## src/rtl/id_ex_stage.sv

```systemverilog
// ID/EX pipeline register with load-use hazard detection,
// flush/hold control and a saturating bubble counter.
package id_ex_pkg;
  typedef struct packed {
    logic [31:0] pc;
    logic [31:0] rd1;
    logic [31:0] rd2;
    logic [31:0] imm;
    logic [4:0]  rs1;
    logic [4:0]  rs2;
    logic [4:0]  rd;
    logic [2:0]  funct3;
    logic        funct7b5;
    logic        regwrite;
    logic        memread;
    logic        memwrite;
    logic        memtoreg;
    logic        alusrc;
    logic        branch;
    logic [1:0]  aluop;
  } id_ex_t;
endpackage

module id_ex_stage
  import id_ex_pkg::*;
(
  input  logic        clk,
  input  logic        rst,
  input  logic [31:0] ID_PC,
  input  logic [31:0] ID_ReadData1,
  input  logic [31:0] ID_ReadData2,
  input  logic [31:0] ID_Imm,
  input  logic [4:0]  ID_Rs1,
  input  logic [4:0]  ID_Rs2,
  input  logic [4:0]  ID_Rd,
  input  logic [2:0]  ID_Funct3,
  input  logic        ID_Funct7b5,
  input  logic        ID_RegWrite,
  input  logic        ID_MemRead,
  input  logic        ID_MemWrite,
  input  logic        ID_MemtoReg,
  input  logic        ID_ALUSrc,
  input  logic        ID_Branch,
  input  logic [1:0]  ID_ALUOp,
  input  logic        Flush,
  input  logic        Hold,
  output logic [31:0] EX_PC,
  output logic [31:0] EX_ReadData1,
  output logic [31:0] EX_ReadData2,
  output logic [31:0] EX_Imm,
  output logic [4:0]  EX_Rs1,
  output logic [4:0]  EX_Rs2,
  output logic [4:0]  EX_Rd,
  output logic [2:0]  EX_Funct3,
  output logic        EX_Funct7b5,
  output logic        EX_RegWrite,
  output logic        EX_MemRead,
  output logic        EX_MemWrite,
  output logic        EX_MemtoReg,
  output logic        EX_ALUSrc,
  output logic        EX_Branch,
  output logic [1:0]  EX_ALUOp,
  output logic        EX_Valid,
  output logic        Stall,
  output logic [15:0] BubbleCount
);

  id_ex_t      id_d;
  id_ex_t      ex_q;
  logic        valid_q;
  logic [15:0] cnt_q;
  logic        lu;
  logic        bubble;

  assign id_d = '{
    pc:       ID_PC,
    rd1:      ID_ReadData1,
    rd2:      ID_ReadData2,
    imm:      ID_Imm,
    rs1:      ID_Rs1,
    rs2:      ID_Rs2,
    rd:       ID_Rd,
    funct3:   ID_Funct3,
    funct7b5: ID_Funct7b5,
    regwrite: ID_RegWrite,
    memread:  ID_MemRead,
    memwrite: ID_MemWrite,
    memtoreg: ID_MemtoReg,
    alusrc:   ID_ALUSrc,
    branch:   ID_Branch,
    aluop:    ID_ALUOp
  };

  // rd != 0 also keeps x0 sources from ever matching
  assign lu = valid_q && ex_q.memread
           && (ex_q.rd != 5'd0)
           && ((ex_q.rd == ID_Rs1)
            || (ex_q.rd == ID_Rs2));

  assign Stall  = (lu || Hold) && !Flush;
  assign bubble = Flush || (!Hold && lu);

  always_ff @(posedge clk) begin
    if (rst) begin
      ex_q    <= '0;
      valid_q <= 1'b0;
      cnt_q   <= '0;
    end else if (bubble) begin
      ex_q    <= '0;
      valid_q <= 1'b0;
      if (cnt_q != 16'hFFFF)
        cnt_q <= cnt_q + 16'd1;
    end else if (!Hold) begin
      ex_q    <= id_d;
      valid_q <= 1'b1;
    end
  end

  assign EX_PC        = ex_q.pc;
  assign EX_ReadData1 = ex_q.rd1;
  assign EX_ReadData2 = ex_q.rd2;
  assign EX_Imm       = ex_q.imm;
  assign EX_Rs1       = ex_q.rs1;
  assign EX_Rs2       = ex_q.rs2;
  assign EX_Rd        = ex_q.rd;
  assign EX_Funct3    = ex_q.funct3;
  assign EX_Funct7b5  = ex_q.funct7b5;
  assign EX_RegWrite  = ex_q.regwrite;
  assign EX_MemRead   = ex_q.memread;
  assign EX_MemWrite  = ex_q.memwrite;
  assign EX_MemtoReg  = ex_q.memtoreg;
  assign EX_ALUSrc    = ex_q.alusrc;
  assign EX_Branch    = ex_q.branch;
  assign EX_ALUOp     = ex_q.aluop;
  assign EX_Valid     = valid_q;
  assign BubbleCount  = cnt_q;

endmodule
```

## config.mk

```make
export PLATFORM = sky130hd
export DESIGN_NAME = id_ex_stage
export DESIGN_NICKNAME = d
export VERILOG_FILES = /design/src/rtl/id_ex_stage.sv
export SDC_FILE = /design/constraint.sdc
export NUM_CORES = 1
export LEC_CHECK = 0
export BUFFER_PORTS_ARGS = -buffer_cell sky130_fd_sc_hd__clkbuf_2
export CELL_PAD_IN_SITES_DETAIL_PLACEMENT = 1
export CELL_PAD_IN_SITES_GLOBAL_PLACEMENT = 1
export CORE_ASPECT_RATIO = 1.1
export CORE_MARGIN = 3
export CORE_UTILIZATION = 30
export DETAILED_ROUTE_END_ITERATION = 16
export HOLD_SLACK_MARGIN = 0.1
export PLACE_DENSITY = 0.84
export SLEW_MARGIN = 5
export SYNTH_ARGS = -nofsm -noshare
export SYNTH_HDL_FRONTEND = slang
export SYNTH_SLANG_ARGS = --single-unit
```

## constraint.sdc

```tcl
create_clock -name clk -period 2.35 [get_ports clk]
set_clock_uncertainty 0.2 [all_clocks]
set_input_delay 0.235 -clock clk [delete_from_list [all_inputs] [get_ports clk]]
set_output_delay 0.235 -clock clk [all_outputs]
set_load 0.01 [all_outputs]
```

==> flow_summary.json, run 1 <==
{
  "cts_buffers": 17,
  "gp_congestion": 0.769,
  "power.density_nw_per_um2": 627,
  "yosys.area.top_type_share_pct": 53.5,
  "h-tree-depth": 4,
  "fp.coreArea_um2": 20900,
  "synthArstFlopShare_pct": 0,
  "final_util_pct": 53.3,
  "first_pass_iters": 4,
  "p_int_uw": 5070,
  "fp.dieH_um": 160,
  "ys.warnings.count": 0,
  "die-area_um2": 23300,
  "rows": 55,
  "hpwl_mm": 16.1,
  "crit_slowest_cell": "or4_4",
  "p_clk_share_pct": 41.4,
  "pin_count": 332,
  "required_ns": 1.91,
  "cts_tree": "built",
  "antenna_left": 0,
  "rsz0062_at_grt": "yes",
  "crit_fanout": 4,
  "cts_root_buffer": "clkbuf_16",
  "io_buffers": 331,
  "period_needed_ns": 2.38,
  "synth_ff_type": "dfxtp_1",
  "fill_cells": 2337,
  "grt_overflow": 0,
  "synth-seq-cells": 172,
  "maxSlewViolCount": 0,
  "start_util_pct": 30.9,
  "worstMarginPinSlew_ns": 1.07,
  "num_vias": 6753,
  "synth_common_cells": "dfxtp_1 (172), nor2_1 (165), mux2i_1 (155)",
  "antenna_found_initial": 2,
  "crit_type": "register to primary output",
  "synth_area_per_cell_um2": 10.3,
  "grt_max_degree": 128,
  "worst_setup_path_start_kind": "register",
  "clk_path_buf_depth": 2,
  "slew_headroom_pct": 29.0,
  "finalSetupViolCount": 3,
  "period_share_pct": 101,
  "syn_inst": 625,
  "p_leak_uw": 0.00541,
  "crit_top_cell": "nor2_1",
  "layout.nets": 1285,
  "die_x_um": 146,
  "path_buf_inv": 2,
  "synth_area_um2": 6440,
  "insertion_delay_ns": 0.42,
  "drv_cap": 0,
  "peakVddDrop_mv": 0.490,
  "viasPerCell": 4.74,
  "first_global_vias": 7405,
  "worst_slack_ns": -0.0339,
  "endpoint_kind": "primary output",
  "synth.distinct_cells": 31,
  "synth_top_area_cell": "dfxtp_1",
  "cp_cell_sequence": "buf_6, or4_4, nor2_4, nor3_2, nor2_1, nor2_1, buf_2",
  "failed_checks": "setup timing",
  "cts_sinks": 172,
  "critPathTopFamily": "simple AND/OR/NAND/NOR gates",
  "path_clk_slew_ns": 0.08,
  "routed_wl_mm": 29.1,
  "synth_area_leaders": "dfxtp_1 (53%), mux2i_1 (24%), nor2_1 (9.6%), xor2_1 (1.4%), clkbuf_1 (1.3%)",
  "seqPwrFrac_pct": 44.0,
  "max_freq_ghz": 0.419,
  "cp.arrival_ns": 1.95,
  "p_sw_uw": 1890,
  "max_stage_delay_ns": 0.54,
  "drtIter0Drc": 230,
  "grt_usage_pct": 23.0,
  "synth_edf_count": 0,
  "finalHoldViolCount": 0,
  "wl_per_cell_um": 20.4,
  "drive_gt1_share_pct": 38.6,
  "synth.most_common_cell": "dfxtp_1",
  "grt_pass1_wl_mm": 42.6,
  "status": "finished, violations left",
  "pwr-share-comb_pct": 14.6,
  "synthesis.nets": 785,
  "area_growth_pct": 72.5,
  "ys_seq_area_share_pct": 53.5,
  "min_path_type": "input pin to register",
  "drc": 0,
  "switching_share_pct": 27.2,
  "place_ws_ns": -0.141
}
[registers in the layout (all words and copies together) (netlist names)]
| name | flops |
|---|---|
| EX_ALUOp | 2 |
| EX_Rs2 | 5 |
| EX_MemRead | 1 |
| EX_ReadData2 | 32 |
| EX_ReadData1 | 32 |
| EX_Valid | 1 |
| EX_Branch | 1 |
| EX_Rd | 5 |
| BubbleCount | 16 |
| EX_RegWrite | 1 |
| EX_Rs1 | 5 |
| EX_MemtoReg | 1 |
| EX_Funct3 | 3 |
| EX_MemWrite | 1 |
| EX_PC | 32 |
| EX_Imm | 32 |
| EX_Funct7b5 | 1 |
| EX_ALUSrc | 1 |
[power by group through the flow]
stage | Clock (uW) | Sequential (uW) | Combinational [uW]
after global placement | 0 | 3120 | 671
after detailed placement | 0 | 3120 | 689
after CTS | 2950 | 3060 | 924
after floorplan | 0 | 3160 | 316
final | 2880 | 3070 | 1020
after global routing | 3070 | 3080 | 1080
[routing by layer]
metal | vias up | track usage, % | part of all wire (%) | routed length (um)
met4 | 0 | 7.51 | 3.0 | 883
li1 | 3138 | - | - | -
met1 | 3258 | 25.0 | 38 | 11200
met2 | 295 | 42.3 | 52 | 15200
met3 | 62 | 7.04 | 6.5 | 1890
met5 | - | 0 | 0 | 0
[metrics by stage]
| stage | hold WS, ns | total power [uW] | TNS, ns | cells | cell area [um2] |
|---|---|---|---|---|---|
| finish | 0.199 | 6960 | -0.0514 | 1425 | 11100 |
| global route | 0.184 | 7230 | -3.84 | 1425 | 11100 |
| CTS | 0.229 | 6930 | -1.56 | 1412 | 10800 |
| detailed placement | 0.272 | 3810 | -7.18 | 1221 | 8550 |
| global placement | 0.259 | 3790 | -2.16 | 1221 | 8550 |
| floorplan | 0.179 | 3480 | 0 | 625 | 6470 |
[cells by family after synthesis]
kind of cell	after synthesis	share of synthesized area, %
XOR/XNOR	10	1.36
buffers and inverters	44	2.97
AND/OR/NAND/NOR	213	14.5
adder cells (fa/ha/maj)	1	0.194
flip-flops	172	53.5
AO/OA/AOI/OAI	25	2.58
multiplexers	160	25.0
[worst min-delay path, cell delays in order]
cell and delay [ns]:
clkbuf_8 0.14, o41a_4 0.22, or4_1 0.12, a21oi_1 0.05
[what timing repair did]
item | 4_1_cts | 5_1_grt
buffers inserted | 1 | 3
pin swaps | 17 | 17
resized for setup | 18 | 24
hold buffers | 156 | 0
cloned | 2 | 8
setup endpoints to repair | 172 | 173
hold endpoints to repair | 166 | 0
[path summary, 6_finish.rpt]
check | start | end | slack, ns | cells past startpoint
hold / removal | Hold | BubbleCount[13] | 0.20 | 4
hold reg to reg | EX_Imm[12] | EX_Imm[12] | 0.30 | 2
setup / recovery | EX_Rd[3] | Stall | -0.03 | 7
setup reg to reg | EX_Rd[1] | BubbleCount[6] | -0.01 | 7
[area by class of cell]
| class | count | area, um2 | share of cell area (%) |
|---|---|---|---|
| antenna | 2 | 5.00 | 0.0451 |
| clock buffer | 18 | 429 | 3.86 |
| clock inverter | 14 | 169 | 1.52 |
| inverter | 3 | 11.3 | 0.101 |
| multi-input combinational | 412 | 3040 | 27.4 |
| sequential | 172 | 3450 | 31.1 |
| tap | 285 | 357 | 3.21 |
| timing repair buffer | 519 | 3640 | 32.8 |
[cells in the final DEF, fill, tap and decap left out, types with 3 or more instances in the layout]
| master | synthesis | layout |
|---|---|---|
| nand2_1 | 4 | 4 |
| buf_6 | 1 | 4 |
| and4_1 | 3 | 3 |
| nand3_1 | 8 | 8 |
| or4_1 | 10 | 5 |
| nor2_2 | 0 | 7 |
| a21oi_1 | 12 | 7 |
| clkbuf_2 | 0 | 329 |
| nor3_2 | 1 | 3 |
| or4_4 | 0 | 5 |
| nor4_4 | 0 | 4 |
| clkbuf_16 | 0 | 22 |
| dlygate4sd3_1 | 0 | 156 |
| o31ai_1 | 9 | 8 |
| dfxtp_2 | 0 | 3 |
| inv_8 | 0 | 4 |
| buf_4 | 0 | 17 |
| a21oi_2 | 0 | 5 |
| o41a_4 | 1 | 3 |
| mux2_4 | 0 | 3 |
| xor2_1 | 10 | 8 |
| nor2b_1 | 6 | 6 |
| inv_6 | 0 | 5 |
| nor2_1 | 165 | 157 |
| dfxtp_1 | 172 | 168 |
| and3_1 | 3 | 3 |
| inv_1 | 3 | 3 |
| buf_12 | 0 | 6 |
| mux2i_1 | 155 | 155 |
Note: power is estimated with default switching activity, not from simulation.
==> run 2, diff against run 1 <==
==> config.mk (replaced) <==
export PLATFORM = sky130hd
export DESIGN_NAME = id_ex_stage
export DESIGN_NICKNAME = d
export VERILOG_FILES = /design/src/rtl/id_ex_stage.sv
export SDC_FILE = /design/constraint.sdc
export NUM_CORES = 1
export LEC_CHECK = 0
export CELL_PAD_IN_SITES_DETAIL_PLACEMENT = 1
export CELL_PAD_IN_SITES_GLOBAL_PLACEMENT = 1
export CORE_ASPECT_RATIO = 1.1
export CORE_MARGIN = 3
export CORE_UTILIZATION = 35
export DETAILED_ROUTE_END_ITERATION = 16
export DONT_BUFFER_PORTS = 1
export HOLD_SLACK_MARGIN = 0.1
export PLACE_DENSITY = 0.72
export SLEW_MARGIN = 5
export SYNTH_ARGS = -nofsm -noshare
export SYNTH_HDL_FRONTEND = slang
export SYNTH_SLANG_ARGS = --single-unit
==> flow_summary.json, run 2 <==
{
  "hold_buffers": 178,
  "stop_error": "[ERROR RSZ-0060] Max buffer count reached.",
  "synth_ff_type": "dfxtp_1",
  "ys_seq_area_share_pct": 53.5,
  "synth_common_cells": "dfxtp_1 (172), nor2_1 (165), mux2i_1 (155)",
  "h-tree-depth": 4,
  "io_buffers": 0,
  "pin_count": 332,
  "lastStage": "clock tree synthesis (4_1_cts)",
  "yosys.area.top_type_share_pct": 53.5,
  "synth.most_common_cell": "dfxtp_1",
  "synth_area_per_cell_um2": 10.3,
  "fp.dieH_um": 148,
  "synthesis.nets": 785,
  "synth-seq-cells": 172,
  "cts_sinks": 172,
  "synth_area_leaders": "dfxtp_1 (53%), mux2i_1 (24%), nor2_1 (9.6%), xor2_1 (1.4%), clkbuf_1 (1.3%)",
  "ys.warnings.count": 0,
  "synth_area_um2": 6440,
  "cts_buffers": 17,
  "postCtsSetupBuffers": 7,
  "synth.distinct_cells": 31,
  "clk_path_buf_depth": 2,
  "synth_top_area_cell": "dfxtp_1",
  "start_util_pct": 36.1,
  "hpwl_mm": 14.0,
  "placed_area_um2": 6790,
  "cts_resized": 18,
  "syn_inst": 625,
  "cts_root_buffer": "clkbuf_16",
  "status": "did not finish",
  "synthArstFlopShare_pct": 0,
  "gp_congestion": 0.776,
  "die_x_um": 135,
  "rows": 51,
  "synth_edf_count": 0
}
run 2: cell counts after synthesis:
Identical to the previous run, type by type.
run 2: cells by family after synthesis:
family,count (synthesis),synth area share (%)
AOI/OAI and AO/OA,25,2.58
buffers and inverters,44,2.97
and+or+nand+nor,213,14.5
adders and majority gates,1,0.194
xor gates and xnor gates,10,1.36
muxes,160,25.0
DFF,172,53.5
run 2: per-stage QoR:
step           utilization [%]  cells  setup WS, ns  hold WS (ns)
3_5_place_dp              38.0    845        -0.114         0.110
3_3_place_gp              38.0    845       0.00293         0.109
2_1_floorplan                -    625        0.0687         0.179
==> run 3, diff against run 2 <==
==> config.mk (replaced) <==
export PLATFORM = sky130hd
export DESIGN_NAME = id_ex_stage
export DESIGN_NICKNAME = d
export VERILOG_FILES = /design/src/rtl/id_ex_stage.sv
export SDC_FILE = /design/constraint.sdc
export NUM_CORES = 1
export LEC_CHECK = 0
export CORE_MARGIN = 3
export CORE_UTILIZATION = 20
export DETAILED_ROUTE_END_ITERATION = 16
export DONT_BUFFER_PORTS = 1
export PLACE_DENSITY_LB_ADDON = 0.15
export SLEW_MARGIN = 5
export SYNTH_ARGS = -nofsm -noshare
export SYNTH_HDL_FRONTEND = slang
export SYNTH_SLANG_ARGS = --single-unit
==> constraint.sdc (replaced) <==
create_clock -name clk -period 3.1 [get_ports clk]
set_clock_uncertainty 0.2 [all_clocks]
set_input_delay 0.31 -clock clk [delete_from_list [all_inputs] [get_ports clk]]
set_output_delay 0.31 -clock clk [all_outputs]
set_load 0.01 [all_outputs]
==> flow_summary.json, run 3 <==
{
  "status": "did not finish",
  "lastStage": "clock tree synthesis (4_1_cts)",
  "stop_error": "[ERROR RSZ-0060] Max buffer count reached.",
  "synth.distinct_cells": 31,
  "synth_mux_area_share_pct": 25.0,
  "synth_top_area_cell": "dfxtp_1",
  "synth_area_um2": 6440,
  "fp.dieH_um": 185,
  "ys_seq_area_share_pct": 53.5,
  "synth_compound_area_share_pct": 2.58,
  "synthesis.nets": 785,
  "hold_buffers": 205,
  "cts_sinks": 172,
  "io_buffers": 0,
  "h-tree-depth": 4,
  "postCtsSetupBuffers": 0,
  "start_util_pct": 20.4,
  "yosys.area.top_type_share_pct": 53.5,
  "gp_congestion": 0.738,
  "synth_fa_ha_area_share_pct": 0.194,
  "rows": 65,
  "die_x_um": 185,
  "synth_area_leaders": "dfxtp_1 (53%), mux2i_1 (24%), nor2_1 (9.6%), xor2_1 (1.4%), clkbuf_1 (1.3%)",
  "synth_ff_type": "dfxtp_1",
  "synth_common_cells": "dfxtp_1 (172), nor2_1 (165), mux2i_1 (155)",
  "cts_root_buffer": "clkbuf_16",
  "synth_area_per_cell_um2": 10.3,
  "cts_resized": 0,
  "synth-simple-area-share_pct": 14.5,
  "synth_top_family_by_area": "multiplexers",
  "synth.most_common_cell": "dfxtp_1",
  "pin_count": 332,
  "synth_xor_area_share_pct": 1.36,
  "synth-seq-cells": 172,
  "syn_inst": 625,
  "hpwl_mm": 13.0,
  "clk_path_buf_depth": 2,
  "cts_buffers": 17,
  "ys.warnings.count": 0,
  "synth_edf_count": 0,
  "synthArstFlopShare_pct": 0
}
## run 3: kinds of logic after synthesis
logic type	after synthesis
AND/OR/NAND/NOR	213
XOR/XNOR	10
buffers and inverters	44
AO/OA/AOI/OAI	25
flip-flops	172
multiplexers	160
adder cells (fa/ha/maj)	1
## run 3: stage by stage
stage,std cells,hold WS [ns],worst slack (ns),instance area [um2],util (%)
detailed placement,991,0.186,0.371,6830,21.6
global placement,991,0.183,0.422,6830,21.6
floorplan,625,0.254,0.677,6440,-
